File: config.mk
export PLATFORM = sky130hd
export DESIGN_NAME = mem_copy_dma
export DESIGN_NICKNAME = d
export VERILOG_FILES = /design/src/rtl/mem_copy_dma.sv
export SDC_FILE = /design/constraint.sdc
export NUM_CORES = 1
export LEC_CHECK = 0
export BUFFER_PORTS_ARGS = -buffer_cell sky130_fd_sc_hd__clkbuf_2
export CAP_MARGIN = 10
export CORE_ASPECT_RATIO = 0.8
export CORE_MARGIN = 10
export CORE_UTILIZATION = 54
export CTS_CLUSTER_DIAMETER = 40
export DETAILED_ROUTE_END_ITERATION = 16
export GPL_TIMING_DRIVEN = 0
export PLACE_DENSITY = 0.9
export SETUP_SLACK_MARGIN = 0.02
export SLEW_MARGIN = 10
export SYNTH_ARGS = -nofsm -noshare
export SYNTH_HDL_FRONTEND = slang
export SYNTH_SLANG_ARGS = --single-unit
File: constraint.sdc
create_clock -name clk -period 2.3 [get_ports clk]
set_input_delay 0.345 -clock clk [delete_from_list [all_inputs] [get_ports clk]]
set_output_delay 0.345 -clock clk [all_outputs]
set_load 0.005 [all_outputs]
File: src/rtl/mem_copy_dma.sv
// mem_copy_dma: single-channel word copy engine, initiator on a req/gnt/rvalid memory port.
// Ports: clk, rst_n (async active-low); start_i/src_addr_i/dst_addr_i/len_i start a transfer;
// busy_o/done_o report status; req_o/addr_o/we_o/wdata_o/be_o drive the memory request;
// gnt_i/rvalid_i/rdata_i carry the memory response.
// Optional fill mode (fill_i, pattern_i) is built only when MEM_COPY_FILL_EN is defined.
module mem_copy_dma #(
  parameter int ADDR_WIDTH = 8,
  parameter int DATA_WIDTH = 32,
  parameter int LEN_WIDTH  = 8
) (
  input  logic                    clk,
  input  logic                    rst_n,
  input  logic                    start_i,
  input  logic [ADDR_WIDTH-1:0]   src_addr_i,
  input  logic [ADDR_WIDTH-1:0]   dst_addr_i,
  input  logic [LEN_WIDTH-1:0]    len_i,
`ifdef MEM_COPY_FILL_EN
  input  logic                    fill_i,
  input  logic [DATA_WIDTH-1:0]   pattern_i,
`endif
  output logic                    busy_o,
  output logic                    done_o,
  output logic                    req_o,
  output logic [ADDR_WIDTH-1:0]   addr_o,
  output logic                    we_o,
  output logic [DATA_WIDTH-1:0]   wdata_o,
  output logic [DATA_WIDTH/8-1:0] be_o,
  input  logic                    gnt_i,
  input  logic                    rvalid_i,
  input  logic [DATA_WIDTH-1:0]   rdata_i
);
  localparam int BYTES = DATA_WIDTH / 8;
  localparam logic [ADDR_WIDTH-1:0] ALIGN = ~ADDR_WIDTH'(BYTES - 1);
  localparam logic [ADDR_WIDTH-1:0] STEP  = ADDR_WIDTH'(BYTES);
  typedef enum logic [2:0] {IDLE, RD_REQ, RD_WAIT, WR_REQ, WR_WAIT, DONE} state_e;
  state_e                state_q, state_d;
  logic [ADDR_WIDTH-1:0] src_q, src_d, dst_q, dst_d;
  logic [LEN_WIDTH-1:0]  rem_q, rem_d;
  logic [DATA_WIDTH-1:0] buf_q, buf_d, wr_data;
  logic                  fill_go, fill_mode;
`ifdef MEM_COPY_FILL_EN
  logic                  fill_q, fill_d;
  logic [DATA_WIDTH-1:0] pat_q, pat_d;
  always_comb begin
    fill_d = (state_q == IDLE && start_i) ? fill_i : fill_q;
    pat_d  = (state_q == IDLE && start_i) ? pattern_i : pat_q;
  end
  always_ff @(posedge clk or negedge rst_n)
    if (!rst_n) begin
      fill_q <= 1'b0;
      pat_q  <= '0;
    end else begin
      fill_q <= fill_d;
      pat_q  <= pat_d;
    end
  assign fill_go   = fill_i;
  assign fill_mode = fill_q;
  assign wr_data   = fill_q ? pat_q : buf_q;
`else
  assign fill_go   = 1'b0;
  assign fill_mode = 1'b0;
  assign wr_data   = buf_q;
`endif
  always_comb begin
    state_d = state_q;
    src_d   = src_q;
    dst_d   = dst_q;
    rem_d   = rem_q;
    buf_d   = buf_q;
    case (state_q)
      IDLE: if (start_i) begin
        state_d = (len_i == '0) ? DONE : fill_go ? WR_REQ : RD_REQ;
        src_d   = src_addr_i;
        dst_d   = dst_addr_i;
        rem_d   = len_i;
      end
      RD_REQ:  if (gnt_i) state_d = RD_WAIT;
      RD_WAIT: if (rvalid_i) begin
        buf_d   = rdata_i;
        state_d = WR_REQ;
      end
      WR_REQ:  if (gnt_i) state_d = WR_WAIT;
      // rvalid here is the write acknowledge; the word is complete
      WR_WAIT: if (rvalid_i) begin
        rem_d   = rem_q - LEN_WIDTH'(1);
        src_d   = fill_mode ? src_q : src_q + STEP;
        dst_d   = dst_q + STEP;
        state_d = (rem_q == LEN_WIDTH'(1)) ? DONE : fill_mode ? WR_REQ : RD_REQ;
      end
      default: state_d = IDLE;
    endcase
  end
  always_ff @(posedge clk or negedge rst_n)
    if (!rst_n) begin
      state_q <= IDLE;
      src_q   <= '0;
      dst_q   <= '0;
      rem_q   <= '0;
      buf_q   <= '0;
    end else begin
      state_q <= state_d;
      src_q   <= src_d;
      dst_q   <= dst_d;
      rem_q   <= rem_d;
      buf_q   <= buf_d;
    end
  // Request fields come only from state and registers, so they hold steady during a stall
  assign busy_o  = state_q != IDLE;
  assign done_o  = state_q == DONE;
  assign req_o   = state_q == RD_REQ || state_q == WR_REQ;
  assign we_o    = state_q == WR_REQ;
  assign addr_o  = (state_q == RD_REQ) ? (src_q & ALIGN) : we_o ? (dst_q & ALIGN) : '0;
  assign wdata_o = we_o ? wr_data : '0;
  assign be_o    = {BYTES{we_o}};
endmodule
==> results by group <==
Outcome
  – Status: finished, final reports clean

Cells and area
  – Inserted Diodes: 0
  – Fraction of layout cells with a size suffix above 1: 0.433
  – Synthesis-to-finish area growth: 24.9%
  – Final #Nets: around 470
  – Final core utilization: 0.694

STA
  – Rel. slew slack: 0.491
  – Setup TNS: 0 ns
  – Achievable clock frequency: 458 MHz
  – Worst-margin pin slew: around 0.76 ns
  – Final Hold Viols: 0
  – Final setup violating endpoints: 0
  – Clock skew after layout: 0.00782 ns
  – Number of max-slew violations in the final report: 0
  – Minimum hold slack: 0.121 ns
  – RSZ-0062 raised after global routing: yes
  – Final Cycle Share: 0.950
  – Time the final worst path needs with I/O delays and setup: 2.19 ns

Pwr
  – Cell Pwr Density: 1290 nW/um2
  – Switching power: 1.86 mW
  – Max VDD drop: 0.000606 V
  – Internal power component: approximately 3.0 mW
  – Total power after layout: 4.88 mW
  – Fraction of power consumed by sequential logic: 0.366
  – Static power due to leakage: 1.92 nW
  – Combinational fraction of design power: 0.481
  – Net Sw Frac: 0.380
  – Clock share of power: 0.153

Clock tree
  – Number of buffers added by the clock tree synthesis step: 5
  – Number of buffers added for setup after CTS: 0
  – H-tree depth reported by CTS: 2
  – CTS clk-pin slew, worst paths: 0.10 ns
  – TritonCTS Sinks: between 50 and 60
  – Clock insertion delay at the later pin of the skew report: around 0.30 ns
  – Clock tree from TritonCTS: yes
  – Worst-case clock buffer depth: 2
  – Clk Tree Root Cell: clkbuf_8

Global routing
  – Global-route wire length before repair: approximately 14 mm
  – GR Overflow Total: 0
  – GRT Util Overall: 0.187
  – Maximum number of pins on one net before global-route repair: 56
  – Number of antenna violations at the first check in global routing: 0
  – Vias in the first global route: between 2000 and 3000

Worst setup path
  – Startpoint class of the critical path: flop
  – Critical Path End Type: primary output
  – Combined buffer and inverter count along the critical path: 5
  – Crit-path leading delay family: buffers and inverters
  – Setup Crit Path Kind: reg2out
  – Largest fanout on the critical path: 10
  – Ordered cell list for the critical path: buf_2, nand2b_1, buf_2, inv_2, buf_4, and3_1, clkbuf_2
  – Cell mode on critical path: buf_2
  – Cell count of the worst reg-to-reg path: 6
  – Max stage delay on crit path: 0.40 ns
  – Worst r2r src: state_q[1]
  – Worst reg-to-reg setup slack: roughly 0.44 ns
  – Slowest cell on the critical path: dfrtp_1
  – Worst EP required: 1.96 ns
  – Destination of the worst register-to-register timing path: dst_q[4]
  – Signal arrival time at the worst endpoint: 1.84 ns

Synthesis
  – Total of warnings raised by yosys: 0
  – Xor-xnor portion of the synthesized cell area: 0.00288
  – Fraction of synthesized area in multiplexers: 0.148
  – Post-Synthesis Cell Area: 3040 um2
  – Share of the synthesized area in compound gates (AO/OA/AOI/OAI): 0.120
  – Dominant synthesized flop cell: dfrtp_1
  – Post-Synth Simple-Gate Area: 0.183
  – Main combinational cell family by area after synthesis: simple AND/OR/NAND/NOR gates
  – Count of flip-flops with a built-in enable after synthesis: 0
  – Flops & latches, synth: 55
  – Adder-cell share of the synthesized area: 0.0165
  – Async set or reset register ratio after synthesis: 1.00
  – Synth Area per Inst: between 10 and 15 um2
  – Number of distinct standard cells referenced by the synthesized netlist: slightly above 40
  – Number of instances in the synthesized netlist: 299
  – Portion of the post-synthesis area used by sequential elements: 0.453

Placement
  – Placer Congestion: 0.862
  – Count of input and output buffers: 102
  – Sum of net half-perimeters after detailed placement: 6.63 mm

Route
  – Avg WL per Cell: roughly 18 um
  – Ratio of routed vias to standard cells: between 5 and 6
  – Final routed DRC violation total: 0
  – Detailed-route via count: around 2700
  – Final ANT Viol Nets: 0
  – TritonRoute pass-1 iters: 5
  – Initial DRC count: 251
  – Total Wirelength: 8.85 mm

Job
  – Max-cap viol count: 0

Floorplan
  – Initial cell density of the core: 0.556
  – Area of the die: 9040 um2
  – Die extent in y: about 87 um
  – Area of the core: 5470 um2
  – Number of top-level design ports: 109
  – Rows: 24
  – X dimension of the die: 104 um

Hold path
  – Min-delay worst type: in2async
## routing by layer
layer  part of all wire  track usage  vias to the layer above
li1                   -            -                     1279
met3              0.062       0.0370                       20
met2               0.50        0.316                      115
met4              0.024       0.0757                        0
met5                  0            0                        -
met1               0.42        0.232                     1316
## stage by stage
stage | instances | cell area [um2] | setup WS (ns)
6_report | 487 | 3790 | 0.115
5_1_grt | 487 | 3790 | 0.00944
2_1_floorplan | 300 | 3040 | 0.627
3_5_place_dp | 480 | 3650 | 0.247
4_1_cts | 487 | 3780 | 0.0232
3_3_place_gp | 480 | 3650 | 0.295
## synthesized netlist by cell type (3+ instances only)
library cell	n	share of area
a21oi_1	16	0.026
nor3_1	4	0.0066
nor3b_1	3	0.0074
o21ai_1	9	0.015
nand3_1	6	0.0099
mux2_2	32	0.12
a22oi_1	3	0.0074
mux2i_1	9	0.030
o22ai_1	3	0.0062
and3_1	33	0.068
clkbuf_1	8	0.0099
nor3_2	4	0.013
nor2_1	19	0.023
and2_1	5	0.010
buf_2	5	0.0082
a31oi_1	3	0.0062
buf_6	5	0.019
dfrtp_1	55	0.45
nor4_1	4	0.0082
inv_1	7	0.0087
o21ai_0	16	0.026
ha_1	4	0.016
nand2_1	12	0.015
buf_4	12	0.030
## power by group through the flow
stage | logic [mW] | registers (mW) | clock network [mW]
finish | 2.35 | 1.78 | 0.749
global route | 2.61 | 1.84 | 0.801
CTS | 2.32 | 1.78 | 0.762
detailed placement | 2.30 | 1.79 | 0
global placement | 2.20 | 1.74 | 0
floorplan | 1.58 | 1.68 | 0
## worst register-to-register path, delay by kind of cell, from the launching register on
| family | cells | cell delay, ns |
|---|---|---|
| and+or+nand+nor | 1 | 0.41 |
| DFF | 1 | 0.38 |
| buffers and inverters | 2 | 0.39 |
| AOI/OAI and AO/OA | 3 | 0.58 |
## how the worst max path moves through the flow
stage	from	end	cells after the start
floorplan	state_q[2]	wdata_o[22]	6
global placement	state_q[2]	wdata_o[28]	7
detailed placement	state_q[2]	wdata_o[29]	7
CTS	state_q[2]	wdata_o[13]	7
global route	state_q[2]	wdata_o[4]	7
finish	state_q[2]	wdata_o[13]	7
## sequential cells by signal, indices dropped and copies added, names as in the netlist
register	cells
buf_q	32
rem_q	8
dst_q	6
src_q	6
state_q	3
## cell type report
type	count	area, um2
flip-flops and latches	55	1380
repair buffers	102	513
inverters	7	26.3
fillers	454	1670
well taps	78	97.6
clock inverters	2	60.1
plain buffers	29	209
multi-input cells	208	1440
clock buffers	6	72.6
## kinds of logic after synthesis
family,after synthesis
DFF,55
buffers and inverters,37
other,1
AOI/OAI and AO/OA,61
and+or+nand+nor,99
adders and majority gates,4
xor gates and xnor gates,1
muxes,41
## layout by cell type (no fill, tap or decap), drive strengths merged, types with 8 or more instances in the layout
cell      n
clkbuf  113
and3     33
nor3      8
mux2     32
nor2     20
o21ai    25
nand2    12
mux2i     9
a21oi    16
dfrtp    55
buf      24
## timing repair
action	CTS	global route
hold endpoints to repair	0	0
gates cloned	0	0
setup endpoints to repair	29	33
hold buffers	0	0
resized for setup	3	10
Power figures use the tool's default switching activity.
